--- config.mk ---
export PLATFORM = sky130hd
export DESIGN_NAME = game_sequencer_flat
export DESIGN_NICKNAME = d
export VERILOG_FILES = /design/src/rtl/game_sequencer_if.sv /design/src/rtl/game_sequencer.sv /design/src/flat_wrapper.sv
export SDC_FILE = /design/constraint.sdc
export NUM_CORES = 1
export LEC_CHECK = 0
export CORE_ASPECT_RATIO = 1.4
export CORE_MARGIN = 4
export CORE_UTILIZATION = 50
export DETAILED_ROUTE_END_ITERATION = 10
export PLACE_DENSITY = 0.75
export SYNTH_ARGS = -nofsm -noshare
export SYNTH_HDL_FRONTEND = slang
export SYNTH_SLANG_ARGS = --single-unit
--- constraint.sdc ---
create_clock -name CLOCK_50 -period 4.1 [get_ports CLOCK_50]
set_clock_uncertainty 0.1 [all_clocks]
set_input_delay 0.615 -clock CLOCK_50 [delete_from_list [all_inputs] [get_ports CLOCK_50]]
set_output_delay 0.615 -clock CLOCK_50 [all_outputs]
set_load 0.02 [all_outputs]
--- src/rtl/game_sequencer_if.sv ---
// Control/status bundle between the game sequencer and the rest of the game.
// The sequencer sits on the slave side; the master side drives frame/start/miss
// events and consumes the ball control, score and state outputs.
interface game_sequencer_if;
    logic       frame_tick;
    logic       start;
    logic       miss_left;
    logic       miss_right;
    logic       ball_run;
    logic       ball_load;
    logic       serve_dir;
    logic [3:0] score1;
    logic [3:0] score2;
    logic       game_over;
    logic       winner;
    logic [2:0] state;

    modport master (
        output frame_tick, start, miss_left, miss_right,
        input  ball_run, ball_load, serve_dir, score1, score2,
               game_over, winner, state
    );

    modport slave (
        input  frame_tick, start, miss_left, miss_right,
        output ball_run, ball_load, serve_dir, score1, score2,
               game_over, winner, state
    );
endinterface

--- src/rtl/game_sequencer.sv ---
// Pong-style game sequencer: serve hold, rally, point pause, game over.
// Frame-based timing uses one down-counter reloaded on entry to SERVE/POINT;
// a frame tick landing on the entry cycle is deliberately not counted.
module game_sequencer #(
    parameter int WIN_SCORE    = 9,
    parameter int SERVE_FRAMES = 60,
    parameter int POINT_FRAMES = 30
) (
    input  logic              CLOCK_50,
    input  logic              reset,
    game_sequencer_if.slave   bus
);

    typedef enum logic [2:0] {
        S_IDLE  = 3'd0,
        S_SERVE = 3'd1,
        S_PLAY  = 3'd2,
        S_POINT = 3'd3,
        S_OVER  = 3'd4
    } state_t;

    localparam logic [3:0] WIN        = 4'(WIN_SCORE);
    localparam logic [7:0] SERVE_LOAD = 8'(SERVE_FRAMES);
    localparam logic [7:0] POINT_LOAD = 8'(POINT_FRAMES);

    state_t     state_q, state_d;
    logic [7:0] cnt_q, cnt_d;
    logic [3:0] score1_q, score1_d;
    logic [3:0] score2_q, score2_d;
    logic       serve_dir_q, serve_dir_d;
    logic       entry_q, entry_d;    // high during the first cycle spent in a state

    logic count_en;                  // tick that counts toward the current timer
    logic cnt_expire;                // the counted tick that finishes the timer
    logic win_reached;
    logic miss_l_only, miss_r_only, miss_any;

    // Event qualification shared by next-state and datapath logic
    always_comb begin
        count_en    = bus.frame_tick && !entry_q && (cnt_q != 8'd0);
        cnt_expire  = count_en && (cnt_q == 8'd1);
        win_reached = (score1_q == WIN) || (score2_q == WIN);
        miss_l_only = bus.miss_left  && !bus.miss_right;
        miss_r_only = bus.miss_right && !bus.miss_left;
        miss_any    = bus.miss_left  || bus.miss_right;
    end

    // State register
    always_ff @(posedge CLOCK_50) begin
        if (reset) state_q <= S_IDLE;
        else       state_q <= state_d;
    end

    // Next-state logic
    always_comb begin
        state_d = state_q;
        case (state_q)
            S_IDLE:  if (bus.start)  state_d = S_SERVE;
            S_SERVE: if (cnt_expire) state_d = S_PLAY;
            S_PLAY:  if (miss_any)   state_d = S_POINT;
            S_POINT: if (cnt_expire) state_d = win_reached ? S_OVER : S_SERVE;
            S_OVER:  if (bus.start)  state_d = S_SERVE;
            default:                 state_d = S_IDLE;
        endcase
    end

    // Datapath registers: frame counter, scores, serve direction, entry flag
    always_ff @(posedge CLOCK_50) begin
        if (reset) begin
            cnt_q       <= 8'd0;
            score1_q    <= 4'd0;
            score2_q    <= 4'd0;
            serve_dir_q <= 1'b0;
            entry_q     <= 1'b0;
        end else begin
            cnt_q       <= cnt_d;
            score1_q    <= score1_d;
            score2_q    <= score2_d;
            serve_dir_q <= serve_dir_d;
            entry_q     <= entry_d;
        end
    end

    // Datapath next-state: counter reload/decrement and score bookkeeping
    always_comb begin
        cnt_d       = cnt_q;
        score1_d    = score1_q;
        score2_d    = score2_q;
        serve_dir_d = serve_dir_q;
        entry_d     = (state_d != state_q);

        if (state_d != state_q) begin
            if (state_d == S_SERVE)      cnt_d = SERVE_LOAD;
            else if (state_d == S_POINT) cnt_d = POINT_LOAD;
        end else if (count_en) begin
            cnt_d = cnt_q - 8'd1;
        end

        case (state_q)
            S_IDLE: begin
                if (bus.start) begin
                    score1_d = 4'd0;
                    score2_d = 4'd0;
                end
            end
            S_PLAY: begin
                // Serve goes toward the player who conceded; a double miss replays
                if (miss_l_only) begin
                    if (score2_q < WIN) score2_d = score2_q + 4'd1;
                    serve_dir_d = 1'b0;
                end else if (miss_r_only) begin
                    if (score1_q < WIN) score1_d = score1_q + 4'd1;
                    serve_dir_d = 1'b1;
                end
            end
            S_OVER: begin
                if (bus.start) begin
                    score1_d    = 4'd0;
                    score2_d    = 4'd0;
                    serve_dir_d = 1'b0;
                end
            end
            default: ;
        endcase
    end

    // Outputs decoded from registered state only
    always_comb begin
        bus.ball_run  = (state_q == S_PLAY);
        bus.ball_load = (state_q == S_SERVE) && entry_q;
        bus.serve_dir = serve_dir_q;
        bus.score1    = score1_q;
        bus.score2    = score2_q;
        bus.game_over = (state_q == S_OVER);
        bus.winner    = (state_q == S_OVER) && (score2_q == WIN);
        bus.state     = state_q;
    end

endmodule
--- src/flat_wrapper.sv ---
// flat-port wrapper written by rule: the top's interface ports become plain ports
module game_sequencer_flat 
#(
    parameter int WIN_SCORE    = 9,
    parameter int SERVE_FRAMES = 60,
    parameter int POINT_FRAMES = 30
)
  (CLOCK_50, reset, bus_frame_tick, bus_start, bus_miss_left, bus_miss_right, bus_ball_run, bus_ball_load, bus_serve_dir, bus_score1, bus_score2, bus_game_over, bus_winner, bus_state);
  game_sequencer_if bus_i ();
  input  logic CLOCK_50;
  input  logic reset;
  input wire logic [$bits(bus_i.frame_tick)-1:0] bus_frame_tick;
  input wire logic [$bits(bus_i.start)-1:0] bus_start;
  input wire logic [$bits(bus_i.miss_left)-1:0] bus_miss_left;
  input wire logic [$bits(bus_i.miss_right)-1:0] bus_miss_right;
  output wire logic [$bits(bus_i.ball_run)-1:0] bus_ball_run;
  output wire logic [$bits(bus_i.ball_load)-1:0] bus_ball_load;
  output wire logic [$bits(bus_i.serve_dir)-1:0] bus_serve_dir;
  output wire logic [$bits(bus_i.score1)-1:0] bus_score1;
  output wire logic [$bits(bus_i.score2)-1:0] bus_score2;
  output wire logic [$bits(bus_i.game_over)-1:0] bus_game_over;
  output wire logic [$bits(bus_i.winner)-1:0] bus_winner;
  output wire logic [$bits(bus_i.state)-1:0] bus_state;
  assign bus_i.frame_tick = bus_frame_tick;
  assign bus_i.start = bus_start;
  assign bus_i.miss_left = bus_miss_left;
  assign bus_i.miss_right = bus_miss_right;
  assign bus_ball_run = bus_i.ball_run;
  assign bus_ball_load = bus_i.ball_load;
  assign bus_serve_dir = bus_i.serve_dir;
  assign bus_score1 = bus_i.score1;
  assign bus_score2 = bus_i.score2;
  assign bus_game_over = bus_i.game_over;
  assign bus_winner = bus_i.winner;
  assign bus_state = bus_i.state;
  game_sequencer #(.WIN_SCORE(WIN_SCORE), .SERVE_FRAMES(SERVE_FRAMES), .POINT_FRAMES(POINT_FRAMES)) u_core (.CLOCK_50(CLOCK_50), .reset(reset), .bus(bus_i));
endmodule
==> impl_metrics.csv <==
group,metric,value,unit
global_route,met1_usage,20.1,%
global_route,gr-max-usage-layer,"met2",
global_route,use_met3,1.94,%
synth,synth-edff-count,0,
critical_path,cp-end-kind,"output port",
global_route,gr-total-overflow,0,
synth,synth_seq_cells,21,
cts,path_clk_slew,0.12,ns
detailed_routing,drc_errors,0,
synth,syn_area,0.00133,mm²
cts,clk_path_buf_depth,2,
cts,clkSinkCount,21,
layout,diodes,0,
cts,clock_latency,0.30,ns
synth,ys_top_cells_by_area,"dfxtp_1, ha_1, nor2_1",
layout,nets,201,
global_route,antenna_found_initial,0,
cts,cts_max_level,1,
global_route,grt_pass1_wl,4.72,mm
run_status,status,"finished, final reports clean",
timing,drv_slew,0,
floorplan,initial_core_util,53.6,%
cts,numCtsBuffers,3,
floorplan,fp-row-count,21,
detailed_routing,routed_wl,2.85,mm
flow_run,drv_cap,0,
detailed_routing,drt_iter0_drc,25,
synth,yosysTopAreaCell,"dfxtp_1",
critical_path,critPathKind,"register to output port",
placement,io_buffer_count,21,
timing,max_freq,342,MHz
floorplan,core,0.00247,mm²
power_and_ir_drop,seq_power_share,51.4,%
critical_path,crit_required,3.38,ns
critical_path,cp.arrival,2.21,ns
power_and_ir_drop,netSwitchingFraction,32.3,%
synth,syn-instance-count,162,
power_and_ir_drop,power_leakage,0.620,nW
min_path,hold_path.class,"register to register",
timing,min_period_over_period,71.3,%
timing,slew_headroom,58.5,%
synth,yosysUniqueCellTypes,45,
synth,ys_top_cells_by_count,"nor2_1, dfxtp_1, inv_1",
global_route,use_met2,31.5,%
detailed_routing,post_drt_wl_per_cell,13.1,µm
timing,finalHoldViolCount,0,
power_and_ir_drop,switching_power,0.149,mW
cts,postCtsHoldBufs,0,
layout,syn2layout_area_growth,19.1,%
cts,cts_tree,"yes",
detailed_routing,viasPerCell,5.49,
power_and_ir_drop,power.internal,0.312,mW
power_and_ir_drop,p_per_area,292,mW/mm²
critical_path,path_max_fanout,10,
detailed_routing,vias,1191,
floorplan,ios,22,
power_and_ir_drop,vdd_ir_drop_max,174,µV
floorplan,die_w,51.5,µm
floorplan,dieArea,0.00355,mm²
global_route,grt_max_degree,16,
timing,finalSetupViolations,0,
power_and_ir_drop,pwr-share-clk,21.9,%
synth,synth.most_common_cell,"nor2_1",
detailed_routing,drtAntennaViolNets,0,
synth,syn_area_per_cell,8.18,µm²
synth,synth_flop_cell,"dfxtp_1",
timing,rsz0062_at_grt,"no",
cts,post_cts_resized,0,
synth,synthArstFlopShare,0,%
placement,place_hpwl,2.15,mm
timing,fin_tns_setup,0,ns
synth,yosysWarnings,0,
critical_path,start_kind,"register",
timing,whs,0.393,ns
power_and_ir_drop,power_frac_comb,26.7,%
cts,cts_setup_buffers,0,
synth,yosysSeqAreaShare,31.7,%
placement,globalplace.congestion,0.798,
timing,finalCriticalPeriod,2.92,ns
synth,synth_top_area_share,31.7,%
timing,worst_pin_slew,0.621,ns
floorplan,dieHeight,68.9,µm
layout,drive_gt1_share,7.10,%
global_route,grtUsageTotal,17.1,%
cts,ctsRootBufferMaster,"clkbuf_4",
synth,syn-num-nets,179,
detailed_routing,drtPass1Iterations,4,
global_route,grt_pass1_vias,1111,
-- area by class of cell --
| class | count | area (µm²) |
|---|---|---|
| clock buffer | 4 | 26.3 |
| fill | 242 | 892 |
| inverter | 15 | 56.3 |
| multi-input combinational | 122 | 822 |
| sequential | 21 | 420 |
| tap | 34 | 42.5 |
| timing repair buffer | 21 | 210 |
-- sequential cells by signal (all words and copies together), names as in the netlist --
register and flops:
u_core.bus.score2 4, u_core.bus.score1 4, u_core.bus.state 3, u_core.entry_q 1, u_core.cnt_q 8, u_core.bus.serve_dir 1
-- cell usage in the layout, fill, tap and decap left out, types with 2 or more instances in the layout --
master	n
nor3b_1	3
nand3_1	2
a21oi_2	2
o211ai_1	2
o21ai_0	7
xor2_1	2
a41oi_1	3
clkdlybuf4s50_1	21
nand2b_1	4
nor2b_1	3
nand3b_1	3
nor2_1	25
or2_2	2
a21oi_1	11
a31oi_1	2
ha_1	11
mux2i_1	5
nor3_1	3
inv_1	15
nand2_1	11
clkbuf_4	3
dfxtp_1	21
-- worst max-delay path, cell delays in order (launching register included) --
cell	delay (ns)
dfxtp_1	0.55
nor2b_1	0.27
nor2b_1	0.40
clkdlybuf4s50_1	0.69
-- power groups by stage --
| stage | Clock, mW | Combinational [mW] | Sequential, mW |
|---|---|---|---|
| finish | 0.101 | 0.123 | 0.237 |
| global placement | 0 | 0.120 | 0.240 |
| detailed placement | 0 | 0.123 | 0.241 |
| floorplan | 0 | 0.0929 | 0.240 |
| CTS | 0.104 | 0.123 | 0.236 |
| global route | 0.109 | 0.138 | 0.240 |
-- logic make-up after synthesis --
logic type               synth area share, %
AND/OR/NAND/NOR                         26.1
buffers and inverters                   6.23
adder cells (fa/ha/maj)                 10.4
AO/OA/AOI/OAI                           20.5
XOR/XNOR                                1.32
flip-flops                              31.7
multiplexers                            3.78
-- path summary, 6_finish.rpt --
path / from / endpoint / slack (ns) / cells after the start
worst max-delay path: u_core.bus.state[1] / bus_ball_run / 1.18 / 3
worst min-delay path: u_core.bus.serve_dir / u_core.bus.serve_dir / 0.39 / 2
worst max register to register: u_core.cnt_q[0] / u_core.cnt_q[2] / 1.86 / 8
worst min register to register: u_core.bus.serve_dir / u_core.bus.serve_dir / 0.39 / 2
-- routing by layer --
layer / share of wire, % / up-vias
met1: 44 / 556
met4: 0.70 / 0
met5: 0 / -
li1: - / 610
met3: 2.8 / 4
met2: 52 / 21
-- per-stage QoR --
stage	cell area (µm²)	util [%]	cells	worst slack, ns	power, mW
global placement	1550	62.8	213	1.59	0.360
CTS	1580	63.9	217	1.25	0.464
detailed placement	1550	62.8	213	1.56	0.364
floorplan	1330	-	162	2.03	0.333
global route	1580	63.9	217	1.14	0.486
finish	1580	63.9	217	1.18	0.461
No activity file was read; power rests on OpenSTA's default activity.
